==> src/rtl/cgra_mul_pkg.sv <==
// Shared definitions for the time-shared multiplier scheduler.
package cgra_mul_pkg;

  localparam logic [4:0] MUL_OPCODE = 5'b00011;

  // Tag width that never collapses to zero bits for a single requester.
  function automatic int unsigned tag_w(input int unsigned num_req);
    return (num_req > 1) ? int'($clog2(num_req)) : 1;
  endfunction

endpackage

==> src/rtl/rr_arbiter.sv <==
// Combinational round-robin arbiter: first request at or above i_ptr (wrapping) wins.
module rr_arbiter #(
  parameter int unsigned N     = 4,
  parameter int unsigned IDX_W = 2
) (
  input  logic [N-1:0]     i_req,
  input  logic [IDX_W-1:0] i_ptr,
  output logic [N-1:0]     o_grant,
  output logic [IDX_W-1:0] o_idx,
  output logic             o_any
);

  logic [IDX_W:0] w_pos;

  always_comb begin
    o_grant = '0;
    o_idx   = '0;
    o_any   = 1'b0;
    w_pos   = '0;
    for (int unsigned k = 0; k < N; k++) begin
      w_pos = {1'b0, i_ptr} + (IDX_W + 1)'(k);
      if (w_pos >= (IDX_W + 1)'(N)) begin
        w_pos = w_pos - (IDX_W + 1)'(N);
      end
      if (!o_any && i_req[w_pos[IDX_W-1:0]]) begin
        o_any                    = 1'b1;
        o_grant[w_pos[IDX_W-1:0]] = 1'b1;
        o_idx                    = w_pos[IDX_W-1:0];
      end
    end
  end

endmodule

==> src/rtl/shared_mul_scheduler.sv <==
// One pipelined signed multiplier shared round-robin among NUM_REQ requesters,
// with a fixed-latency, one-hot tagged response.
module shared_mul_scheduler
  import cgra_mul_pkg::*;
#(
  parameter int unsigned DATA_WIDTH  = 32,
  parameter int unsigned NUM_REQ     = 4,
  parameter int unsigned MUL_LATENCY = 3
) (
  input  logic                          clk,
  input  logic                          rst_n,
  input  logic [NUM_REQ-1:0]            req_valid,
  input  logic [NUM_REQ*DATA_WIDTH-1:0] req_rhs,
  input  logic [NUM_REQ*DATA_WIDTH-1:0] req_lhs,
  output logic [NUM_REQ-1:0]            req_ready,
  input  logic                          stall,
  output logic [NUM_REQ-1:0]            resp_valid,
  output logic [DATA_WIDTH-1:0]         resp_data,
  output logic                          busy
);

  localparam int unsigned TAG_W = tag_w(NUM_REQ);

  typedef struct packed {
    logic                  valid;
    logic [TAG_W-1:0]      tag;
    logic [DATA_WIDTH-1:0] data;
  } mul_pipe_entry_t;

  mul_pipe_entry_t       r_pipe [MUL_LATENCY];
  logic [TAG_W-1:0]      r_rr_ptr;

  logic [NUM_REQ-1:0]    w_grant;
  logic [TAG_W-1:0]      w_idx;
  logic                  w_any;
  logic                  w_accept;
  logic [TAG_W-1:0]      w_ptr_next;
  logic [DATA_WIDTH-1:0] w_rhs;
  logic [DATA_WIDTH-1:0] w_lhs;
  logic [DATA_WIDTH-1:0] w_prod;

  rr_arbiter #(
    .N     (NUM_REQ),
    .IDX_W (TAG_W)
  ) u_arb (
    .i_req   (req_valid),
    .i_ptr   (r_rr_ptr),
    .o_grant (w_grant),
    .o_idx   (w_idx),
    .o_any   (w_any)
  );

  assign req_ready  = stall ? '0 : w_grant;
  assign w_accept   = w_any & ~stall;
  assign w_ptr_next = (w_idx == TAG_W'(NUM_REQ - 1)) ? '0 : w_idx + 1'b1;

  assign w_rhs  = req_rhs[w_idx*DATA_WIDTH +: DATA_WIDTH];
  assign w_lhs  = req_lhs[w_idx*DATA_WIDTH +: DATA_WIDTH];
  // Same-width signed product keeps only the low DATA_WIDTH bits, i.e. wraps.
  assign w_prod = $signed(w_rhs) * $signed(w_lhs);

  // Bubbles advance only the valid bit so the last stage keeps its data for resp_data.
  always_ff @(posedge clk or negedge rst_n) begin
    if (!rst_n) begin
      r_rr_ptr <= '0;
      for (int i = 0; i < MUL_LATENCY; i++) begin
        r_pipe[i] <= '0;
      end
    end else if (!stall) begin
      if (w_accept) begin
        r_rr_ptr       <= w_ptr_next;
        r_pipe[0].tag  <= w_idx;
        r_pipe[0].data <= w_prod;
      end
      r_pipe[0].valid <= w_accept;
      for (int i = 1; i < MUL_LATENCY; i++) begin
        r_pipe[i].valid <= r_pipe[i-1].valid;
        if (r_pipe[i-1].valid) begin
          r_pipe[i].tag  <= r_pipe[i-1].tag;
          r_pipe[i].data <= r_pipe[i-1].data;
        end
      end
    end
  end

  always_comb begin
    resp_valid = '0;
    for (int unsigned i = 0; i < NUM_REQ; i++) begin
      resp_valid[i] = r_pipe[MUL_LATENCY-1].valid && (r_pipe[MUL_LATENCY-1].tag == TAG_W'(i));
    end
  end

  assign resp_data = r_pipe[MUL_LATENCY-1].data;

  always_comb begin
    busy = 1'b0;
    for (int i = 0; i < MUL_LATENCY; i++) begin
      busy = busy | r_pipe[i].valid;
    end
  end

endmodule
==> config.mk <==
export PLATFORM = sky130hd
export DESIGN_NAME = shared_mul_scheduler
export DESIGN_NICKNAME = d
export VERILOG_FILES = /design/src/rtl/cgra_mul_pkg.sv /design/src/rtl/rr_arbiter.sv /design/src/rtl/shared_mul_scheduler.sv
export SDC_FILE = /design/constraint.sdc
export NUM_CORES = 2
export LEC_CHECK = 0
export CORE_ASPECT_RATIO = 1.5
export CORE_UTILIZATION = 30
export CTS_BUF_LIST = sky130_fd_sc_hd__clkbuf_2 sky130_fd_sc_hd__clkbuf_4 sky130_fd_sc_hd__clkbuf_8
export DETAILED_ROUTE_END_ITERATION = 7
export GPL_ROUTABILITY_DRIVEN = 0
export SLEW_MARGIN = 10
export SYNTH_ARGS = -nofsm -noshare
export SYNTH_HDL_FRONTEND = slang
export SYNTH_HIERARCHICAL = 1
export SYNTH_SLANG_ARGS = --single-unit
export TNS_END_PERCENT = 5
==> constraint.sdc <==
create_clock -name clk -period 11.3 [get_ports clk]
set_input_delay 2.26 -clock clk [delete_from_list [all_inputs] [get_ports clk]]
set_output_delay 2.26 -clock clk [all_outputs]
set_load 0.05 [all_outputs]
# Word level (Yosys, flattened, before mapping)
# Index checks and enable logic that the tools add are counted.
# totals
reg_bits,107
word_cells,96
# classes
addsub,8
multipliers,1
n_lt_le_gt_ge,12
n_eq_ne,4
shift,2
mux,34
bitwise_logic,7
reduce_logical,18
# ops
op,count
$shiftx A128 B8 Y32,2
$mul A32 B32 Y32,1
$mux W4,5
$mux W2,9
$lt A2 B3 Y1 const B,4
$mux W1,12
$or A4 B4 Y4,3
$logic_and A1 B1 Y1,11
$ge A3 B3 Y1 const B,3
$bmux W1 S2,4
$demux W1 S2,4
$ge A2 B1 Y1 const B,4
$sub A2 B1 Y2 const B,4
$add A2 B2 Y3 const B,2
$eq A2 B2 Y1 const B,3
$reduce_and A2 Y1,3
$add A2 B1 Y3 const B,1
$ge A2 B3 Y1 const B,1
$logic_not A1 Y1,3
$add A2 B1 Y2 const B,1
$eq A2 B1 Y1 const B,1
$logic_not A2 Y1,1
$or A1 B1 Y1,2
$and A1 B1 Y1,1
$not A1 Y1,1

# Depth between registers and ports, before layout
# depth
ltp_word,16
ltp_mapped,42
mapped_depth_nobuf,35

# Hierarchy
# The synthesis kept the hierarchy.
# by_module_without_submodules
module,instances,cells_each,area_per_inst_um2,seq_area_each_um2
shared_mul_scheduler,1,2293,22138.7,2677.6
rr_arbiter,1,45,421.7,0.0

# Least setup slack after synthesis
# No wires, ideal clock.
# synth_timing
path_type,input-to-reg
from,in req_valid[3]
to,reg r_pipe[96] (netlist bit)
t_arrival_ns,11.286
t_required_ns,11.205
setup_slack_ns,-0.082
path_stages,33
path_cell_list,mux4_2 > clkbuf_1 > o31ai_1 > buf_6 > buf_6 > buf_6 > buf_4 > buf_2 > buf_2 > buf_1 > mux2_2 > nor2_1 > fa_1 > fa_1 > inv_1 > fa_1 > fa_1 > inv_1 > fa_1 > inv_1 > fa_1 > inv_1 > fa_1 > fa_1 > ha_1 > and3_1 > a221oi_1 > o21bai_1 > o211ai_1 > a21boi_0 > o21a_1 > o21a_1 > o31ai_1
# synth_via
elab_chain_len,14
word_cells_on_any_way,27
# synth_lines
item,line_no,text
start: declaration,shared_mul_scheduler.sv:12,"input logic [NUM_REQ-1:0] req_valid,"
$bmux W1 S2,rr_arbiter.sv:25,if (!o_any && i_req[w_pos[IDX_W-1:0]]) begin
$mux W1 (implied by the code),rr_arbiter.sv:25,
$mux W1,rr_arbiter.sv:25,
$logic_not A1 Y1,rr_arbiter.sv:25,
$logic_and A1 B1 Y1,rr_arbiter.sv:25,
$mux W1,rr_arbiter.sv:25,
$logic_not A1 Y1,rr_arbiter.sv:25,
$logic_and A1 B1 Y1,rr_arbiter.sv:25,
$mux W1,rr_arbiter.sv:25,
$logic_not A1 Y1,rr_arbiter.sv:25,
$logic_and A1 B1 Y1,rr_arbiter.sv:25,
$mux W2 (*),rr_arbiter.sv:25,
named net w_idx[0],shared_mul_scheduler.sv:34,logic [TAG_W-1:0] w_idx;
$shiftx A128 B8 Y32 (on tied branches),"shared_mul_scheduler.sv:57, shared_mul_scheduler.sv:58",
$mul A32 B32 Y32 (*),shared_mul_scheduler.sv:60,assign w_prod = $signed(w_rhs) * $signed(w_lhs);
end: declaration,shared_mul_scheduler.sv:30,mul_pipe_entry_t r_pipe [MUL_LATENCY];
# Mark *: on every way through the listed nets, which the timed path passes. The rest lies on a longest branch. The select of a mux whose other input is x is not followed.
# A chain may end at the register's enable or synchronous reset.

# Worst setup path after layout
# layout_timing
from,in req_valid[3]
to,reg r_pipe[101] (netlist bit)
# The elaborated chain is that of the path after synthesis.

==> metrics.cfg <==
[status]
status=finished clean

[timing]
tightestPinTransition_ns=0.9267
fin_worst_skew_ns=0.01168
finalCritPeriodShare_pct=97.08
min_period_ns=10.97
setup_slack_ns=0.3299
setup_tns_ns=0
final_max_slew_viol_count=0
timing.hold.ws_ns=0.4731
hold_violations=0
timing.slew.headroom_pct=38.22
clock.fmax_ghz=0.09116
setup_viol=0

[route]
routed_wl_mm=71.11
vias_per_cell=4.669
wl_per_cell_um=18.81
drc_errors=0
dr.first_iter.drc_count=953
first_pass_iters=6
vias=17650
antenna_left=0

[finish]
fin_util_pct=38.57
multi_input_area_um2=17580
regArea_um2=2678
drive_gt1_share_pct=16.25
n_antenna_cell=0
nets=3610
syn2layout_area_growth_pct=26.55
fillers=7408

[clocking]
cts.clk_slew.worst_paths_ns=0.10
clock_sinks=107
cts_buffers=9
clock_path_buffers=2
tritoncts=built
insertion_delay_ns=0.39
cts-root-buf=clkbuf_8
h-tree-depth=3
cts_hold_buf=0

[critical_path]
startpoint_type=input port
crit_top_cell=fa_1
cp_slowest_cell=mux4_2
regToRegSetupSlack_ns=1.54
r2r_cells=32
path_class=input port to register
end_kind=register
arrival_ns=11.24
rr_endpoint=r_pipe[101]$_DFFE_PN0P_
critical_path.max_stage_delay_ns=0.66
cp-startpoint=req_valid[3]
r2r_start=r_rr_ptr[0]$_DFFE_PN0P_
cp-endpoint=r_pipe[101]$_DFFE_PN0P_
crit_required_ns=11.57
path_max_fanout=7

[floorplanning]
start_util_pct=30.47
fp.dieW_um=225.9
die_y_um=337.9
die_area_um2=76320
ios=304
core_um2=74030
rows=122

[synth]
synth_common_cells=inv_1 (428), fa_1 (408), nor2_1 (299), nand2_1 (252), ha_1 (156)
ys_types=63
post_synth.cell_area_avg_um2=9.649
synthCells=2338
yosysTopAreaCellShare_pct=36.20
synth_seq_cells=107
synth-seq-area-share_pct=11.87
yosysMostFrequentCell=inv_1
yosys-top-cells-area=fa_1 (36%), dfrtp_1 (12%), ha_1 (8.7%)
synth_edf_count=0
synth_fp_nets=3165
async_reset_ff_share_pct=100.0
ys_warn_count=6
synthesis.area_um2=22560
yosysTopAreaCell=fa_1
synthFlopType=dfrtp_1

[placed_design]
pre_cts_ws_ns=-0.3681
port_buffers=303
dp_hpwl_mm=62.69

[flow_run]
drv_cap=0

[global_routing]
first_global_vias=19260
overflow=0
grt_usage_pct=19.15
grt_max_degree=75
antenna_found_initial=1
grt_pass1_wl_mm=110.0

[hold_path]
whs_path_depth=2
hold_class=register to register

==> sequential cells by signal, indices dropped and copies added (netlist names) <==
| signal | count |
|---|---|
| r_pipe | 73 |
| r_rr_ptr | 2 |
| resp_data | 32 |
==> stage by stage <==
step | cells | instance area (µm²)
5_1_grt | 3780 | 28550
3_5_place_dp | 3759 | 28180
3_3_place_gp | 3759 | 28180
2_1_floorplan | 2338 | 22560
6_report | 3780 | 28550
4_1_cts | 3775 | 28410
==> cells by family (layout without fill, tap and decap cells) <==
kind of cell    after synthesis  count (layout)  share of synthesized area (%)
fa+ha+maj                   564             564                          44.86
compound gates              122             122                          3.416
mux                         243             243                          13.50
simple gates                662             662                          12.34
buf+inv                     557            1007                          10.74
xor+xnor                     83              83                          3.283
flops                       107             107                          11.87
==> worst min path at each step <==
| stage | startpoint | to | slack, ns |
|---|---|---|---|
| global placement | r_pipe[92]$_DFFE_PN0P_ | r_pipe[92]$_DFFE_PN0P_ | 0.45 |
| finish | r_pipe[91]$_DFFE_PN0P_ | r_pipe[91]$_DFFE_PN0P_ | 0.47 |
| detailed placement | r_pipe[91]$_DFFE_PN0P_ | r_pipe[91]$_DFFE_PN0P_ | 0.46 |
| floorplan | r_pipe[91]$_DFFE_PN0P_ | r_pipe[91]$_DFFE_PN0P_ | 0.43 |
| CTS | r_pipe[91]$_DFFE_PN0P_ | r_pipe[91]$_DFFE_PN0P_ | 0.48 |
| global route | r_pipe[47]$_DFFE_PN0P_ | resp_data[12]$_DFFE_PN0P_ | 0.51 |
==> placed cells by master, fill, tap and decap left out, drive strengths merged, types with 2 or more instances in the layout <==
cell type / count
clkinv: 5
or3: 3
clkbuf: 9
a31o: 2
clkdlybuf4s50: 302
a21o: 7
o21ai: 35
inv: 429
nand2b: 23
dfrtp: 107
fa: 408
mux2: 109
nor2: 300
and3: 5
a21oi: 29
nand3b: 2
xnor2: 66
o211ai: 5
nand4: 4
xor2: 16
a22oi: 8
nand3: 3
ha: 156
a31oi: 4
o21a: 10
nor2b: 24
nand2: 253
and2: 34
mux2i: 106
nor3: 4
buf: 261
mux4: 28
o31ai: 6
o21bai: 5
==> worst max-delay path, delay by kind of cell <==
kind                     cells  cell delay [ns]
adder cells (fa/ha/maj)      8             4.05
XOR/XNOR                     8             1.57
buffers and inverters        8             1.48
multiplexers                 2             1.24
AND/OR/NAND/NOR              2             0.39
AO/OA/AOI/OAI                3             0.20
==> cell type report <==
type	instances	share of cell area, %
Clock inverter	7	0.3506
Multi-Input combinational cell	1674	61.57
Inverter	428	5.627
Timing Repair Buffer	563	18.30
Clock buffer	9	0.4339
Sequential cell	107	9.378
Tap cell	992	4.347
==> metal layers <==
metal  global-route usage [%]  vias to the layer above  wire (µm)  share of wire, %
met1                    21.67                     8850      26840                38
met5                        0                        -          0                 0
met4                    9.509                        0       3773               5.3
met2                    35.27                      600      36850                52
li1                         -                     8047          -                 -
met3                    2.219                      153       3651               5.1
==> timing repair <==
| action | 4_1_cts | 5_1_grt |
|---|---|---|
| setup buffers | 0 | 5 |
| resized for setup | 0 | 27 |
| endpoints found under the setup margin | 0 | 12 |
| hold endpoints to repair | 0 | 0 |
Power is not shown: default switching activity piles up to over one toggle a cycle in this logic, so the estimate is an artifact.
